## config.mk

```make
export PLATFORM = sky130hd
export DESIGN_NAME = cmac_tx_arbiter
export DESIGN_NICKNAME = d
export VERILOG_FILES = /design/src/rtl/cmac_tx_arbiter.sv
export SDC_FILE = /design/constraint.sdc
export NUM_CORES = 1
export LEC_CHECK = 0
export CAP_MARGIN = 10
export CORE_AREA = 2 2 712 714
export DETAILED_ROUTE_END_ITERATION = 6
export DIE_AREA = 0 0 714 716
export HOLD_SLACK_MARGIN = 0.12
export PLACE_DENSITY = 0.3
export RECOVER_POWER = 50
export SKIP_CTS_REPAIR_TIMING = 1
export SLEW_MARGIN = 20
export SYNTH_ARGS = -nofsm -noshare
export SYNTH_HDL_FRONTEND = slang
export SYNTH_SLANG_ARGS = --single-unit
export TNS_END_PERCENT = 20
```

## constraint.sdc

```tcl
create_clock -name cmac_clk -period 2 [get_ports cmac_clk]
set_input_delay 0.6 -clock cmac_clk [delete_from_list [all_inputs] [get_ports cmac_clk]]
set_output_delay 0.6 -clock cmac_clk [all_outputs]
set_load 0.01 [all_outputs]
```

## src/rtl/cmac_tx_arbiter.sv

```systemverilog
// Packet-granular round-robin arbiter sharing the CMAC TX AXI-Stream port
// between the adapter TX path (p0) and the hairpin loopback return (p1).
module cmac_tx_arbiter #(
    parameter int DATA_W = 512,
    parameter int KEEP_W = DATA_W / 8,
    parameter int CNT_W  = 32
) (
    input  logic              cmac_clk,
    input  logic              rstn,

    input  logic              s_axis_p0_tvalid,
    input  logic [DATA_W-1:0] s_axis_p0_tdata,
    input  logic [KEEP_W-1:0] s_axis_p0_tkeep,
    input  logic              s_axis_p0_tlast,
    input  logic              s_axis_p0_tuser_err,
    output logic              s_axis_p0_tready,

    input  logic              s_axis_p1_tvalid,
    input  logic [DATA_W-1:0] s_axis_p1_tdata,
    input  logic [KEEP_W-1:0] s_axis_p1_tkeep,
    input  logic              s_axis_p1_tlast,
    input  logic              s_axis_p1_tuser_err,
    output logic              s_axis_p1_tready,

    output logic              m_axis_cmac_tvalid,
    output logic [DATA_W-1:0] m_axis_cmac_tdata,
    output logic [KEEP_W-1:0] m_axis_cmac_tkeep,
    output logic              m_axis_cmac_tlast,
    output logic              m_axis_cmac_tuser_err,
    input  logic              m_axis_cmac_tready,

    output logic [CNT_W-1:0]  pkt_cnt_p0,
    output logic [CNT_W-1:0]  pkt_cnt_p1,
    output logic [1:0]        grant
);

    typedef enum logic [1:0] {
        IDLE = 2'd0,
        GNT0 = 2'd1,
        GNT1 = 2'd2
    } state_e;

    state_e             state_q, state_d;
    logic               last_gnt_q, last_gnt_d;
    logic [CNT_W-1:0]   cnt0_q, cnt0_d;
    logic [CNT_W-1:0]   cnt1_q, cnt1_d;

    // last_gnt resets to 1 so p0 wins the first tie after reset.
    always_ff @(posedge cmac_clk or negedge rstn) begin
        if (!rstn) begin
            state_q    <= IDLE;
            last_gnt_q <= 1'b1;
            cnt0_q     <= '0;
            cnt1_q     <= '0;
        end else begin
            state_q    <= state_d;
            last_gnt_q <= last_gnt_d;
            cnt0_q     <= cnt0_d;
            cnt1_q     <= cnt1_d;
        end
    end

    always_comb begin
        state_d               = state_q;
        last_gnt_d            = last_gnt_q;
        cnt0_d                = cnt0_q;
        cnt1_d                = cnt1_q;
        s_axis_p0_tready      = 1'b0;
        s_axis_p1_tready      = 1'b0;
        m_axis_cmac_tvalid    = 1'b0;
        m_axis_cmac_tdata     = '0;
        m_axis_cmac_tkeep     = '0;
        m_axis_cmac_tlast     = 1'b0;
        m_axis_cmac_tuser_err = 1'b0;

        case (state_q)
            IDLE: begin
                if (s_axis_p0_tvalid && s_axis_p1_tvalid)
                    state_d = last_gnt_q ? GNT0 : GNT1;
                else if (s_axis_p0_tvalid)
                    state_d = GNT0;
                else if (s_axis_p1_tvalid)
                    state_d = GNT1;
            end
            GNT0: begin
                m_axis_cmac_tvalid    = s_axis_p0_tvalid;
                m_axis_cmac_tdata     = s_axis_p0_tdata;
                m_axis_cmac_tkeep     = s_axis_p0_tkeep;
                m_axis_cmac_tlast     = s_axis_p0_tlast;
                m_axis_cmac_tuser_err = s_axis_p0_tuser_err;
                s_axis_p0_tready      = m_axis_cmac_tready;
                if (s_axis_p0_tvalid && m_axis_cmac_tready && s_axis_p0_tlast) begin
                    state_d    = IDLE;
                    last_gnt_d = 1'b0;
                    cnt0_d     = cnt0_q + CNT_W'(1);
                end
            end
            GNT1: begin
                m_axis_cmac_tvalid    = s_axis_p1_tvalid;
                m_axis_cmac_tdata     = s_axis_p1_tdata;
                m_axis_cmac_tkeep     = s_axis_p1_tkeep;
                m_axis_cmac_tlast     = s_axis_p1_tlast;
                m_axis_cmac_tuser_err = s_axis_p1_tuser_err;
                s_axis_p1_tready      = m_axis_cmac_tready;
                if (s_axis_p1_tvalid && m_axis_cmac_tready && s_axis_p1_tlast) begin
                    state_d    = IDLE;
                    last_gnt_d = 1'b1;
                    cnt1_d     = cnt1_q + CNT_W'(1);
                end
            end
            default: state_d = IDLE;
        endcase
    end

    assign grant      = {state_q == GNT1, state_q == GNT0};
    assign pkt_cnt_p0 = cnt0_q;
    assign pkt_cnt_p1 = cnt1_q;

endmodule

```

== After elaboration in Yosys (flattened, before gate mapping) ==
Index checks and enable logic that the tools add are counted.

* Register bits: 67
* Bits in latches: 0
* Memory bits (writable): 0
* ROM bits: 0
* Input port bits: 1161
* Output and inout port bits: 647
* Word-level logic and storage cells: 39
* Memories: 0

* Add/sub/neg operators: 2
* $mul: 0
* Divide/modulo/power cells: 0
* Order comparisons: 0
* Equality and inequality tests: 5
* Shift-type cells: 0
* Multiplexer cells: 17
* Bitwise gates (word level): 0
* Reduce and logical (&&, ||, !) cells: 11

{| class="wikitable"
|+ Operators with widths
! cell !! number
|-
| 512-bit case mux with 2 select lines || 1
|-
| 64-bit case mux with 2 select lines || 1
|-
| 32-bit by 1-bit adder with 32-bit output, second input constant || 2
|-
| 2-bit two-way mux || 6
|-
| 1-bit case mux with 2 select lines || 4
|-
| 2-bit case mux with 3 select lines || 1
|-
| 3-bit AND reduction || 2
|-
| 1-bit logical AND || 5
|-
| 1-bit two-way mux || 4
|-
| 2-bit by 1-bit != test with 1-bit output, second input constant || 2
|-
| 4-bit != test, second input constant || 1
|-
| 2-bit AND reduction || 2
|-
| 2-bit by 1-bit == test with 1-bit output, second input constant || 1
|-
| 2-bit == test, second input constant || 1
|-
| 2-bit zero test || 1
|-
| 2-bit nonzero test || 1
|}

== Logic depth before layout (Yosys ltp) ==
Gate-level depths: netlist (run 1).

* Word-level depth: 4
* Mapped depth: 8
* Depth with buffers taken out: 6

== Least setup slack after synthesis (run 1) ==
No wires, ideal clock.

* Kind: reg-to-output
* From: register state_q[1]
* To: output port m_axis_cmac_tdata[371]
* Arrival time: 1704 ps
* Data required time: 1400 ps
* Setup slack: -304 ps
* Stages on the path, launching flop included: 8
* Buffers on the path: 3
* Cell sequence: dfrtp_1 -> inv_1 -> ha_1 -> buf_2 -> clkbuf_1 -> clkbuf_1 -> a22oi_1 -> nor2b_1

* Cells in the longest elaborated chain, start to end: 2
* Elaborated cells between the ends (all ways): 3
* Classes of those cells: eq/ne (2); mux (1)

{| class="wikitable"
|+ RTL lines
! element !! RTL line !! source
|-
| start: declaration || 43 || <nowiki>state_e state_q, state_d;</nowiki>
|-
| start signal: assignment || 56 || <nowiki>state_q <= state_d;</nowiki>
|-
| 2-bit by 1-bit == test with 1-bit output || n/a ||
|-
| named net grant[0] || 34 || <nowiki>output logic [1:0] grant</nowiki>
|-
| 512-bit case mux with 2 select lines || 76 || <nowiki>case (state_q)</nowiki>
|-
| end: declaration || 26 || <nowiki>output logic [DATA_W-1:0] m_axis_cmac_tdata,</nowiki>
|}

The timed path passes the listed nets, and every way through them passes these cells.

== Worst setup path after layout (run 1) ==
* From: register state_q[0]
* To: output port m_axis_cmac_tdata[368]

* Cells in the longest elaborated chain, start to end: 2
* Elaborated cells between the ends (all ways): 3
* Classes of those cells: eq/ne (2); mux (1)

{| class="wikitable"
|+ RTL lines
! element !! RTL line
|-
| 2-bit == test or 2-bit by 1-bit == test with 1-bit output (tied branches) || 76
|-
| 512-bit case mux with 2 select lines (*) || 76
|}

Mark *: on every way between the ends. The rest lies on a longest branch, timed or not.

==> results.ini, run 1 <==
[global_routing]
met3_usage_pct = 6.611
antenna_found_initial = 492
grt_pass1_vias = 24465
track_usage_pct = 14.56
grt_pass1_wl_um = 445300
grtUsageMet1_pct = 16.61
use_met2_pct = 24.81
grt_max_degree = 66
grt-ovfl-total = 0
busiest_layer = met2

[routing]
drc_errors = 0
via_count = 25862
ant_nets = 0
via_per_inst = 2.448
drtIter0Drc = 1901
firstDrtPassIters = 5
wirelength_um = 401200
wire_per_inst_um = 37.97

[placement]
io_buffer_count = 1807
dp_hpwl_um = 369200
place_ws_ns = -1.436
gp_congestion = 1.132

[logic_synthesis]
synth_cells = 1631
syn_nets = 2797
synth-simple-area-share_pct = 37.02
synth_top_cell_by_area = a22oi_1
ys_ff_latch = 67
synthAdderAreaFrac_pct = 0.5288
yosysUniqueCellTypes = 34
ys_seq_area_share_pct = 14.18
synth.top_cells.by_area = a22oi_1 (37%), nor2b_1 (31%), dfrtp_1 (14%)
ys_warn_count = 0
synth_compound_area_share_pct = 36.94
synth_area_per_cell_um2 = 7.253
syn_area_mm2 = 0.01183
synthMuxAreaShare_pct = 0.08461
synth_top_area_share_pct = 36.74
synth_top_family_by_area = simple AND/OR/NAND/NOR gates
synth_xor_area_share_pct = 4.590

[sta]
worst_slew_pin_slew_ns = 1.013
tns_ns = -578.10
setup_viol = 675
fin_ws_ns = -1.187
fin_skew_ns = 0.02266
hold_ws_ns = 0.3859
period_needed_ns = 3.187
final.period_utilization_pct = 159.3
fmaxAchievable_mhz = 313.8
finalHoldViolations = 0
maxSlewHeadroom_pct = 32.48
drv_slew = 0
rsz0062_at_grt = yes

[worst_hold_path]
hold_class = primary input to async pin

[worst_setup_path]
path_max_fanout = 11
critPathRequiredTime_ns = 1.40
rr_startpoint = state_q[0]$_DFFE_PN0P_
arrival_ns = 2.59
critical_path_class = register to primary output
startpoint = state_q[0]$_DFFE_PN0P_
end_kind = primary output
reg2regPathDepth = 10
start_kind = register

[die]
initial_utilization_pct = 2.349
rows = 261
die_h_um = 716
io-pin-count = 1808
die_area_mm2 = 0.5112
core_mm2 = 0.5036
die_x_um = 714

[power_and_ir_drop]
comb_power_share_pct = 94.5
seq_power_share_pct = 2.6
net-switching-power_mw = 28.97
p_total_mw = 59.72
pwr-share-clk_pct = 2.9
p_sw_share_pct = 48.52
internal_power_mw = 30.75
power_per_cell_area_mw_per_mm2 = 1224
peakVddDrop_uv = 548.6
p_leak_nw = 17.80

[clocking]
insertion_delay_ns = 0.38
numClockSinks = 67
clockBufferDepth = 2
cts_tree = yes
cts_buffers = 9
htree_levels = 3
clkTransAtPathRegs_ns = 0.08
cts-root-buf = clkbuf_16

[cells_and_area]
area_delta_synth_final_pct = 312.4
drive_above_1_share_pct = 37.28
final_util_pct = 9.688
final_cell_mix = clkdlybuf4s50_1 (1327), a22oi_1 (464), nor2b_2 (406)
final_nets = 4906
final_common_cell = clkdlybuf4s50_1

[status]
outcome = complete, but fails checks
violations = setup timing

[job]
cap_violations = 0

layer usage:
metal  routed length (µm)  share of wire (%)  up-vias
met5                 1128               0.28        -
li1                     -                  -    10414
met4                11800                2.9      172
met2               191800                 48     1979
met1               153900                 38    12521
met3                42550                 11      776
power by group through the flow:
stage                     Sequential, mW  Combinational, mW  Clock [mW]
after floorplan                     1.56               17.3           0
after global placement              1.56               51.5           0
after detailed placement            1.56               51.4           0
after CTS                           1.53               51.6        1.79
after global routing                1.55               59.5        1.83
final                               1.54               56.5        1.73
kinds of logic (layout without fill, tap and decap cells):
group / count (synthesis) / count (layout)
AO/OA/AOI/OAI: 583 / 583
XOR/XNOR: 62 / 62
adder cells (fa/ha/maj): 5 / 5
buffers and inverters: 206 / 2320
flip-flops: 67 / 67
multiplexers: 1 / 1
other: 0 / 113
AND/OR/NAND/NOR: 707 / 707
Yosys cell counts, drive strengths merged:
cell / instances
and4: 9
or2: 1
nand3: 30
nor3b: 1
nand2b: 1
nand4: 25
dfstp: 1
o21ai: 2
a22oi: 579
mux2i: 1
dfrtp: 66
and2: 3
clkbuf: 189
nand2: 27
nand4b: 2
nor4: 7
xnor2: 55
nor2: 8
ha: 5
nor2b: 579
nor3: 3
and3: 11
xor2: 7
a221oi: 1
inv: 6
buf: 11
a21oi: 1
critical path, cell delays in order, from the launching register on:
cell and delay, ns:
dfrtp_1 0.41, buf_6 0.13, ha_4 0.20, buf_12 0.17, buf_16 0.17, buf_16 0.17, clkbuf_16 0.19, a22oi_2 0.42
nor2b_4 0.11, buf_12 0.15
final timing paths:
check,to,slack [ns]
worst max register to register,pkt_cnt_p1[31]$_DFFE_PN0P_,-0.49
worst min-delay path,pkt_cnt_p0[17]$_DFFE_PN0P_,0.39
worst max-delay path,m_axis_cmac_tdata[368],-1.19
min in group cmac_clk,pkt_cnt_p0[7]$_DFFE_PN0P_,0.50
worst min register to register,pkt_cnt_p0[7]$_DFFE_PN0P_,0.50
max in group asynchronous,pkt_cnt_p0[8]$_DFFE_PN0P_,0.27
state kept, by name (all words and copies together) (netlist names):
name	cells
state_q	2
pkt_cnt_p1	32
pkt_cnt_p0	32
last_gnt_q	1
cell type report:
class                      count  area (µm²)
clock buffer                  10       229.0
tap                         6706        8391
sequential                    67        1678
fill                       58398      454800
antenna                      113       282.8
multi-input combinational   1358       11120
timing repair buffer        2298       26990
inverter                       6       22.52
clock inverter                 6       73.82
stage by stage:
stage                     instance area [µm²]  std cells
final                                   48790      10564
after global routing                    48680      10523
after CTS                               45800      10363
after detailed placement                45500      10347
after global placement                  45500      10347
after floorplan                         13150       1631
No activity file was read; power rests on OpenSTA's default activity.
==> run 2: changes to the inputs <==
ABC_CLOCK_PERIOD_IN_PS = 2000   (was default)
SKIP_CTS_REPAIR_TIMING = default   (was 1)
==> results.ini, run 2 (synthesis gave the netlist of run 1 again) <==
[routing]
firstDrtPassIters = 5
wirelength_um = 405800
via_per_inst = 2.466
wire_per_inst_um = 38.05
drtIter0Drc = 1883
via_count = 26296
ant_nets = 0
drc_errors = 0

[worst_setup_path]
path_delay_family = buffers and inverters
path_cells = buf_6 -> ha_4 -> buf_12 -> bufbuf_16 -> buf_12 -> buf_4 -> a22oi_2 -> nor2b_2 -> buf_2
ff2ff_setup_slack_ns = -0.57
cp.depth = 9
r2r_end = pkt_cnt_p0[12]$_DFFE_PN0P_
rr_startpoint = state_q[1]$_DFFE_PN0P_
cp_slowest_cell = a22oi_2
start_kind = register
arrival_ns = 2.58
reg2regPathDepth = 11
crit_buf_inv = 6
critPathRequiredTime_ns = 1.40
cpMostUsedCell = buf_12
critical_path_class = register to primary output
path_max_fanout = 8
critical_path.max_stage_delay_ns = 0.48
end_kind = primary output
startpoint = state_q[0]$_DFFE_PN0P_

[clocking]
clockBufferDepth = 2
cts_buffers = 9
cts-root-buf = clkbuf_16
htree_levels = 3
clkTransAtPathRegs_ns = 0.08
numClockSinks = 67
insertion_delay_ns = 0.38
cts_tree = yes

[sta]
period_needed_ns = 3.183
fin_ws_ns = -1.183
maxSlewHeadroom_pct = 31.92
rsz0062_at_grt = yes
drv_slew = 0
fin_skew_ns = 0.02127
finalHoldViolations = 0
fmaxAchievable_mhz = 314.2
setup_viol = 674
hold_ws_ns = 0.3928
final.period_utilization_pct = 159.1
worst_slew_pin_slew_ns = 1.021

[die]
die_area_mm2 = 0.5112
io-pin-count = 1808
rows = 261
core_mm2 = 0.5036
initial_utilization_pct = 2.349
die_h_um = 716
die_x_um = 714

[cells_and_area]
final_nets = 4989
multiInputGateArea_mm2 = 0.01214
ff_latch_area_mm2 = 0.001678
final_cell_mix = clkdlybuf4s50_1 (1241), nor2b_2 (377), buf_12 (371)
postLayoutCellArea_mm2 = 0.05088
fill_cells = 58290
final_common_cell = clkdlybuf4s50_1
final_util_pct = 10.10
drive_above_1_share_pct = 45.04
area_delta_synth_final_pct = 330.1

[worst_hold_path]
hold_class = primary input to async pin

[power_and_ir_drop]
p_leak_nw = 17.43
p_total_mw = 65.66
power_per_cell_area_mw_per_mm2 = 1290
peakVddDrop_uv = 509.4

[global_routing]
grt_pass1_vias = 25277
grt_max_degree = 57
grt-ovfl-total = 0
track_usage_pct = 14.99
antenna_found_initial = 481
grt_pass1_wl_um = 458400

[status]
violations = setup timing
outcome = complete, but fails checks

[placement]
dpl_cell_area_mm2 = 0.04550
dp_hpwl_um = 369200
gp_congestion = 1.132
io_buffer_count = 1807

[job]
cap_violations = 0

run 2: final cells by class:
type / count / area share [%]
antenna: 130 / 0.6394
sequential: 67 / 3.298
inverter: 6 / 0.04426
timing repair buffer: 2381 / 55.07
tap: 6706 / 16.49
clock buffer: 10 / 0.4500
multi-input combinational: 1358 / 23.87
clock inverter: 6 / 0.1451
run 2: routing by layer:
metal / track usage (%) / up-vias / share of wire [%]
li1: - / 10621 / -
met1: 16.99 / 12804 / 39
met5: 0 / - / 0.27
met3: 6.807 / 776 / 10
met4: 3.727 / 166 / 3.3
met2: 25.44 / 1929 / 47
run 2: through the flow:
step | std cells | setup slack [ns] | TNS (ns)
after global routing | 10609 | -1.185 | -612.91
final | 10664 | -1.183 | -560.41
after floorplan | 1631 | -0.05564 | -30.98
after detailed placement | 10347 | -1.436 | -514.55
after CTS | 10464 | -1.208 | -631.68
after global placement | 10347 | -1.450 | -523.95
run 2: worst max path at each step:
stage	end
finish	m_axis_cmac_tkeep[35]
global route	m_axis_cmac_tdata[69]
CTS	m_axis_cmac_tdata[28]
detailed placement	m_axis_cmac_tdata[28]
global placement	m_axis_cmac_tkeep[59]
floorplan	m_axis_cmac_tdata[148]
run 2: repair_timing:
item	4_1_cts	5_1_grt
setup buffers	68	67
hold buffers	0	0
resized for setup	877	421
cloned	39	25
endpoints found under the setup margin	688	698
pin swaps	82	64
run 2: power breakdown:
group,switching (mW),internal (mW),total (mW),leakage (nW)
Combinational,30.2,32.2,62.4,16.4
Sequential,0.0997,1.44,1.54,0.919
Clock,0.743,0.982,1.72,0.148
